File: config.mk
export PLATFORM = sky130hd
export DESIGN_NAME = reg_bank_paired_flat
export DESIGN_NICKNAME = d
export VERILOG_FILES = /design/src/rtl/reg_bank_paired_if.sv /design/src/rtl/reg_bank_paired.sv /design/src/flat_wrapper.sv
export SDC_FILE = /design/constraint.sdc
export NUM_CORES = 1
export LEC_CHECK = 0
export BUFFER_PORTS_ARGS = -buffer_cell sky130_fd_sc_hd__buf_2
export CAP_MARGIN = 30
export CELL_PAD_IN_SITES_DETAIL_PLACEMENT = 1
export CELL_PAD_IN_SITES_GLOBAL_PLACEMENT = 2
export CORE_MARGIN = 10
export CORE_UTILIZATION = 37
export DETAILED_ROUTE_END_ITERATION = 10
export GPL_TIMING_DRIVEN = 0
export PLACE_DENSITY_LB_ADDON = 0.3
export SLEW_MARGIN = 25
export SYNTH_ARGS = -nofsm -noshare
export SYNTH_HDL_FRONTEND = slang
export SYNTH_SLANG_ARGS = --single-unit
File: constraint.sdc
create_clock -name clk -period 3.7 [get_ports clk]
set_input_delay 0.185 -clock clk [delete_from_list [all_inputs] [get_ports clk]]
set_output_delay 0.185 -clock clk [all_outputs]
set_load 0.02 [all_outputs]
File: src/rtl/reg_bank_paired_if.sv
// reg_bank_paired_if: register bank access bus (write, two reads, pair pointer ops)
interface reg_bank_paired_if #(
    parameter int DATA_W = 8,
    parameter int NUM_REGS = 8
);
    localparam int SEL_W = $clog2(NUM_REGS);
    localparam int PAIR_W = SEL_W > 1 ? SEL_W - 1 : 1;
    logic wr_en;
    logic [SEL_W-1:0] wr_sel;
    logic [DATA_W-1:0] wr_data;
    logic [SEL_W-1:0] rd_a_sel;
    logic [DATA_W-1:0] rd_a_data;
    logic [SEL_W-1:0] rd_b_sel;
    logic [DATA_W-1:0] rd_b_data;
    logic [PAIR_W-1:0] pair_sel;
    logic pair_ld;
    logic [2*DATA_W-1:0] pair_ld_data;
    logic pair_inc;
    logic pair_dec;
    logic [2*DATA_W-1:0] pair_addr;
    logic pair_wrap;
    modport master (
        output wr_en, wr_sel, wr_data, rd_a_sel, rd_b_sel, pair_sel, pair_ld, pair_ld_data, pair_inc, pair_dec,
        input rd_a_data, rd_b_data, pair_addr, pair_wrap
    );
    modport slave (
        input wr_en, wr_sel, wr_data, rd_a_sel, rd_b_sel, pair_sel, pair_ld, pair_ld_data, pair_inc, pair_dec,
        output rd_a_data, rd_b_data, pair_addr, pair_wrap
    );
endinterface

File: src/rtl/reg_bank_paired.sv
// reg_bank_paired: register bank with two registered read ports, one write port and pair pointer arithmetic
module reg_bank_paired #(
    parameter int DATA_W = 8,
    parameter int NUM_REGS = 8,
    parameter logic [DATA_W-1:0] RESET_VAL = '0
) (
    input logic clk,
    input logic rst,
    reg_bank_paired_if.slave bus
);
    localparam int SEL_W = $clog2(NUM_REGS);
    localparam int PAIR_W = SEL_W > 1 ? SEL_W - 1 : 1;
    localparam int PW = 2 * DATA_W;
    logic [DATA_W-1:0] regs [NUM_REGS];
    logic [DATA_W-1:0] nxt [NUM_REGS];
    logic [PW-1:0] cur, res;
    logic hit, upd, wrap_n, wrap;
    logic [DATA_W-1:0] rd_a, rd_b, rd_a_n, rd_b_n;
    always_comb begin
        cur = '0;
        hit = 1'b0;
        for (int i = 0; i < NUM_REGS / 2; i++)
            if (bus.pair_sel == PAIR_W'(i)) begin
                cur = {regs[2*i], regs[2*i+1]};
                hit = 1'b1;
            end
    end
    assign upd = hit && (bus.pair_ld || (bus.pair_inc ^ bus.pair_dec));
    assign res = bus.pair_ld ? bus.pair_ld_data : bus.pair_inc ? cur + PW'(1) : cur - PW'(1);
    assign wrap_n = hit && !bus.pair_ld &&
                    ((bus.pair_inc && !bus.pair_dec && cur == '1) || (bus.pair_dec && !bus.pair_inc && cur == '0));
    // a pair op owns both bytes of its pair, so a colliding write is dropped there
    always_comb
        for (int i = 0; i < NUM_REGS; i++)
            nxt[i] = upd && bus.pair_sel == PAIR_W'(i / 2) ? (i % 2 == 0 ? res[PW-1:DATA_W] : res[DATA_W-1:0])
                   : bus.wr_en && bus.wr_sel == SEL_W'(i) ? bus.wr_data : regs[i];
    // reads see next-state values, giving write-first bypass and pair-op override
    always_comb begin
        rd_a_n = '0;
        rd_b_n = '0;
        for (int i = 0; i < NUM_REGS; i++) begin
            if (bus.rd_a_sel == SEL_W'(i)) rd_a_n = nxt[i];
            if (bus.rd_b_sel == SEL_W'(i)) rd_b_n = nxt[i];
        end
    end
    always_ff @(posedge clk or posedge rst)
        if (rst) begin
            for (int i = 0; i < NUM_REGS; i++) regs[i] <= RESET_VAL;
            rd_a <= '0;
            rd_b <= '0;
            wrap <= 1'b0;
        end else begin
            regs <= nxt;
            rd_a <= rd_a_n;
            rd_b <= rd_b_n;
            wrap <= wrap_n;
        end
    assign bus.rd_a_data = rd_a;
    assign bus.rd_b_data = rd_b;
    assign bus.pair_addr = cur;
    assign bus.pair_wrap = wrap;
endmodule

File: src/flat_wrapper.sv
// flat-port wrapper written by rule: the top's interface ports become plain ports
module reg_bank_paired_flat 
#(
    parameter int DATA_W = 8,
    parameter int NUM_REGS = 8,
    parameter logic [DATA_W-1:0] RESET_VAL = '0
)
  (clk, rst, bus_wr_en, bus_wr_sel, bus_wr_data, bus_rd_a_sel, bus_rd_b_sel, bus_pair_sel, bus_pair_ld, bus_pair_ld_data, bus_pair_inc, bus_pair_dec, bus_rd_a_data, bus_rd_b_data, bus_pair_addr, bus_pair_wrap);
  reg_bank_paired_if #(.DATA_W(DATA_W), .NUM_REGS(NUM_REGS)) bus_i ();
  input logic clk;
  input logic rst;
  input wire logic [$bits(bus_i.wr_en)-1:0] bus_wr_en;
  input wire logic [$bits(bus_i.wr_sel)-1:0] bus_wr_sel;
  input wire logic [$bits(bus_i.wr_data)-1:0] bus_wr_data;
  input wire logic [$bits(bus_i.rd_a_sel)-1:0] bus_rd_a_sel;
  input wire logic [$bits(bus_i.rd_b_sel)-1:0] bus_rd_b_sel;
  input wire logic [$bits(bus_i.pair_sel)-1:0] bus_pair_sel;
  input wire logic [$bits(bus_i.pair_ld)-1:0] bus_pair_ld;
  input wire logic [$bits(bus_i.pair_ld_data)-1:0] bus_pair_ld_data;
  input wire logic [$bits(bus_i.pair_inc)-1:0] bus_pair_inc;
  input wire logic [$bits(bus_i.pair_dec)-1:0] bus_pair_dec;
  output wire logic [$bits(bus_i.rd_a_data)-1:0] bus_rd_a_data;
  output wire logic [$bits(bus_i.rd_b_data)-1:0] bus_rd_b_data;
  output wire logic [$bits(bus_i.pair_addr)-1:0] bus_pair_addr;
  output wire logic [$bits(bus_i.pair_wrap)-1:0] bus_pair_wrap;
  assign bus_i.wr_en = bus_wr_en;
  assign bus_i.wr_sel = bus_wr_sel;
  assign bus_i.wr_data = bus_wr_data;
  assign bus_i.rd_a_sel = bus_rd_a_sel;
  assign bus_i.rd_b_sel = bus_rd_b_sel;
  assign bus_i.pair_sel = bus_pair_sel;
  assign bus_i.pair_ld = bus_pair_ld;
  assign bus_i.pair_ld_data = bus_pair_ld_data;
  assign bus_i.pair_inc = bus_pair_inc;
  assign bus_i.pair_dec = bus_pair_dec;
  assign bus_rd_a_data = bus_i.rd_a_data;
  assign bus_rd_b_data = bus_i.rd_b_data;
  assign bus_pair_addr = bus_i.pair_addr;
  assign bus_pair_wrap = bus_i.pair_wrap;
  reg_bank_paired #(.DATA_W(DATA_W), .NUM_REGS(NUM_REGS), .RESET_VAL(RESET_VAL)) u_core (.clk(clk), .rst(rst), .bus(bus_i));
endmodule
# ---- Word level (Yosys, flattened, before mapping)
# Index checks and enable logic that the tools add are counted.
dict set report word_totals {
  word_cells 110
  output_inout_bits 33
  input_bits 41
  ff_bits 81
}
dict set report op_classes {
  addsub 2
  n_reduce_logical 29
  bitwise 1
  mux 42
  n_eq_ne 25
}
# cell n
set op_table {}
lappend op_table {{two-way mux 8 bit} 32}
lappend op_table {{two-way mux 16 bit} 6}
lappend op_table {{== test 3 bit, second input constant} 12}
lappend op_table {{logical AND 1 bit} 19}
lappend op_table {{== test 3 x 2 -> 1 bit, second input constant} 6}
lappend op_table {{adder 16 x 1 -> 16 bit, second input constant} 1}
lappend op_table {{== test 16 bit, second input constant} 1}
lappend op_table {{zero test 16 bit} 1}
lappend op_table {{subtractor 16 x 1 -> 16 bit, second input constant} 1}
lappend op_table {{== test 3 x 1 -> 1 bit, second input constant} 3}
lappend op_table {{zero test 3 bit} 3}
lappend op_table {{== test 2 bit, second input constant} 2}
lappend op_table {{two-way mux 1 bit} 4}
lappend op_table {{zero test 1 bit} 3}
lappend op_table {{== test 2 x 1 -> 1 bit, second input constant} 1}
lappend op_table {{zero test 2 bit} 1}
lappend op_table {{logical OR 1 bit} 2}
lappend op_table {{XOR 1 bit} 1}

# ---- Longest topological paths before layout
dict set report depth {
  word_depth 17
  mapped_depth 14
  ltp_nobuf 11
}

# ---- Least setup slack after synthesis
# Ideal clock, no wire load.
dict set report synth_timing {
  path_type {input to register}
  from {input port bus_pair_sel[0]}
  to {register u_core.rd_a[5], in the netlist u_core.bus.rd_a_data[5]}
  required_time_ns 3.578
  path_buffers 4
  setup_time_ns 0.122
  arrival_ns 3.818
  cell_stages 14
  slack_ns -0.240
  path_cell_list {buf_2 -> buf_2 -> buf_2 -> mux4_2 -> ha_1 -> buf_2 -> a21oi_1 -> o21a_1 -> and4_1 -> a221o_1 -> a211oi_2 -> o21ai_2 -> a211o_1 -> a32o_1}
}
# item line
set synth_lines {}
lappend synth_lines {{from (decl)} flat_wrapper.sv:17} ;# input wire logic [$bits(bus_i.pair_sel)-1:0] bus_pair_sel;
lappend synth_lines {{to (signal assigned)} reg_bank_paired.sv:54} ;# rd_a <= rd_a_n;
lappend synth_lines {{to (decl)} reg_bank_paired.sv:18} ;# logic [DATA_W-1:0] rd_a, rd_b, rd_a_n, rd_b_n;

==> flow_summary_export.csv <==
group,metric,value,unit
setup_path,cpMaxStageDelayCell,"mux4_2",
timing,worst_case_headroom_to_the_max_slew_limit,0.263,
timing,skew,0.00481,ns
clock_tree,cts.sinks,81,
setup_path,cp.required,3.93,ns
global_route,grt_usage,0.265,
route,vias,7323,
timing,finalMaxSlewViolations,0,
clock_tree,numCtsBuffers,9,
setup_path,setup.worst_path.class,"flip-flop to flip-flop",
timing,final_min_period_over_clock_period,0.987,
clock_tree,cts-root-buf,"clkbuf_16",
final_layout,layout.cells.most_common_list,"nand2_1, dfrtp_1, buf_2, o21ai_0, mux2i_1",
hold_path,min_path_cells,3,
setup_path,crit_path_max_incr_delay,0.58,ns
setup_path,crit_arrival,3.89,ns
global_route,first_global_vias,7548,
synth,postSynth.topFlopCell,"dfrtp_1",
timing,rsz0062_at_grt,"true",
route,drt-met1-wl,13.8,mm
synth,synthesis.instances,786,
route,vias_per_cell,6.49,
power_and_ir_drop,power.static_leakage,3.54,nW
synth,syn-num-nets,844,
hold_path,hold_path_startpoint,"bus_wr_data[1]",
route,drt-total-wl,33.3,mm
setup_path,critPathCaptureType,"flip-flop",
synth,mappedNetlistArea,6810,um2
floorplan,starting_density_of_the_core,0.378,
timing,finalSetupViolCount,0,
setup_path,r2r.worst_path.cells,10,
synth,post_synth_cell_types,79,
placed_design,port_buffers,64,
clock_tree,cts-htree-levels,3,
route,met2WireLength,15.4,mm
setup_path,slack_of_the_worst_reg_to_reg_path,0.05,ns
floorplan,die_width,156,um
setup_path,timing.rr.start,"u_core.regs[6]",
route,detail-route-antenna-nets,0,
placed_design,place_hpwl,24.4,mm
synth,syn_avg_cell_area,8.67,um2
setup_path,crit_fanout,6,
setup_path,cp_cell_sequence,"mux4_2, ha_1, a21oi_1, nand3_1, o211ai_4, mux2i_4, nor2_1, o21a_1, mux2_2, a211o_1",
power_and_ir_drop,irDropWorstVdd,0.287,mV
clock_tree,clkTransAtPathRegs,0.06,ns
run,timing.max_cap.violations,0,
timing,total_count_of_hold_check_failures_in_the_final_report,0,
route,detail_route.first_pass.iterations,5,
global_route,globalRouteOverflowTotal,0,
clock_tree,maximum_root_to_sink_buffer_count,2,
synth,number_of_synthesized_flops_with_an_enable_pin,0,
global_route,grt_antenna_before_repair,0,
timing,maxClockFrequency,274,MHz
setup_path,rr_endpoint,"u_core.bus.rd_a_data[1]",
global_route,grt_first_pass_wirelength,48.7,mm
route,drtIter0Drc,687,
synth,ys_warn_count,0,
route,drt-wirelength-per-cell,29.5,um
placed_design,dp_slack,-1.24,ns
synth,synth.ff_latch_count,81,
hold_path,hold_path_end,"u_core.regs[25]",
setup_path,timing.critical_path.from_type,"flip-flop",
synth,synth_sequential_area_ratio,0.298,
route,top_layer,"met4",
status,status,"finished clean",
clock_tree,cts_tree,"done",
final_layout,n_antenna_cell,0,
power_and_ir_drop,power-per-cell-area,602,nW/um2
route,met3RoutedLength,2.38,mm
final_layout,design.final.nets,953,
final_layout,final_core_util,0.458,
final_layout,count_of_fill_cells_added_during_filler_insertion,2132,
power_and_ir_drop,total_power,4.98,mW
hold_path,holdCritPathClass,"input pin to flip-flop",
synth,ys_async_sr_fraction,1.00,
floorplan,ioPinCount,74,
final_layout,final-instance-count-excl-fill,1128,
floorplan,fp.dieArea,24200,um2
floorplan,die-height,156,um
placed_design,placer_congestion,0.975,
final_layout,final_layout_size_suffix_gt1_frac,0.232,
route,drc,0,
floorplan,number_of_rows_created_at_floorplan,49,
placed_design,placed_cells_incl_taps,1080,
timing,minimum_period_implied_by_the_final_worst_setup_slack,3.65,ns
timing,postLayoutSetupSlackWorst,0.0475,ns
global_route,pin_count_of_the_biggest_net_entering_global_routing,42,
timing,timing_worst_slew_pin_value,1.10,ns
final_layout,register_area,2030,um2
floorplan,core_region_area,18000,um2
final_layout,area.growth.synth_to_final,21.3,%
clock_tree,clock_latency,0.35,ns
final_layout,area_occupied_by_multi_input_gates,4620,um2
## Yosys cell counts, types with 13 or more instances
master	instances	area (um2)
dfrtp_1	81	2030
nand2_1	81	304
o21ai_0	64	320
mux2i_1	61	611
nor2_1	53	199
a21oi_1	51	255
clkbuf_1	43	161
inv_1	32	120
nand3_1	20	100
a211oi_1	18	135
mux2_2	18	203
mux4_2	18	405
nor2b_1	18	113
ha_1	16	200
nor3_1	15	75.1
buf_2	13	65.1
o211ai_1	13	97.6
## metal layers
layer	global-route usage	up-vias
met5	0	-
met1	0.335	3699
met2	0.425	361
li1	-	3155
met3	0.0460	108
met4	0.134	0
## repair_timing
action / CTS / global route
setup endpoints to repair: 38 / 16
gates resized for setup: 25 / 32
hold buffers: 1 / 0
hold endpoints to repair: 40 / 0
setup buffers: 10 / 20
cloned: 0 / 2
pin swaps: 4 / 13
## flip-flops by register name, indices dropped and copies added, names as in the netlist
name / cells
u_core.regs: 64
u_core.bus.pair_wrap: 1
u_core.bus.rd_a_data: 8
u_core.bus.rd_b_data: 8
## worst max-delay path: cells and delay by family, from the launching register on
family | cells | cell delay, ns
AO/OA/AOI/OAI | 4 | 1.15
adder cells (fa/ha/maj) | 1 | 0.42
flip-flops | 1 | 0.38
multiplexers | 3 | 1.23
AND/OR/NAND/NOR | 2 | 0.34
## through the flow
step	hold WS [ns]	area [um2]	TNS (ns)
floorplan	0.392	6840	0
global placement	0.617	7450	-25.73
detailed placement	0.275	7470	-29.25
CTS	0.285	7920	0
global route	0.365	8260	-0.129
finish	0.303	8260	0
## cells by family after synthesis
logic type,synth area share
fa+ha+maj,0.0323
compound gates,0.243
xor+xnor,0.00771
mux,0.185
simple gates,0.180
buf+inv,0.0547
flops,0.298
## how the worst max path moves through the flow
stage                              endpoint             from  cells past startpoint
detailed placement  u_core.bus.rd_a_data[0]  bus_pair_sel[1]                     13
floorplan           u_core.bus.rd_a_data[2]  bus_pair_sel[0]                     13
global route        u_core.bus.rd_a_data[5]  bus_pair_sel[0]                     15
CTS                 u_core.bus.rd_a_data[5]  bus_pair_sel[0]                     15
finish              u_core.bus.rd_a_data[1]   u_core.regs[6]                     10
global placement    u_core.bus.rd_b_data[4]  bus_pair_sel[1]                     13
## layout make-up
cell class              count  share of cell area
repair buffers             98              0.0771
clock inverters             4             0.00242
multi-input cells         612               0.559
inverters                  33              0.0153
clock buffers              11              0.0294
plain buffers              60              0.0371
flip-flops and latches     81               0.245
well taps                 229              0.0347
## power by group
group	leakage (nW)	total, mW	switching (mW)	internal, mW
combinational	2.46	2.86	1.76	1.09
clock	0.135	0.826	0.362	0.464
sequential	0.947	1.30	0.144	1.15
Note: power is estimated with default switching activity, not from simulation.
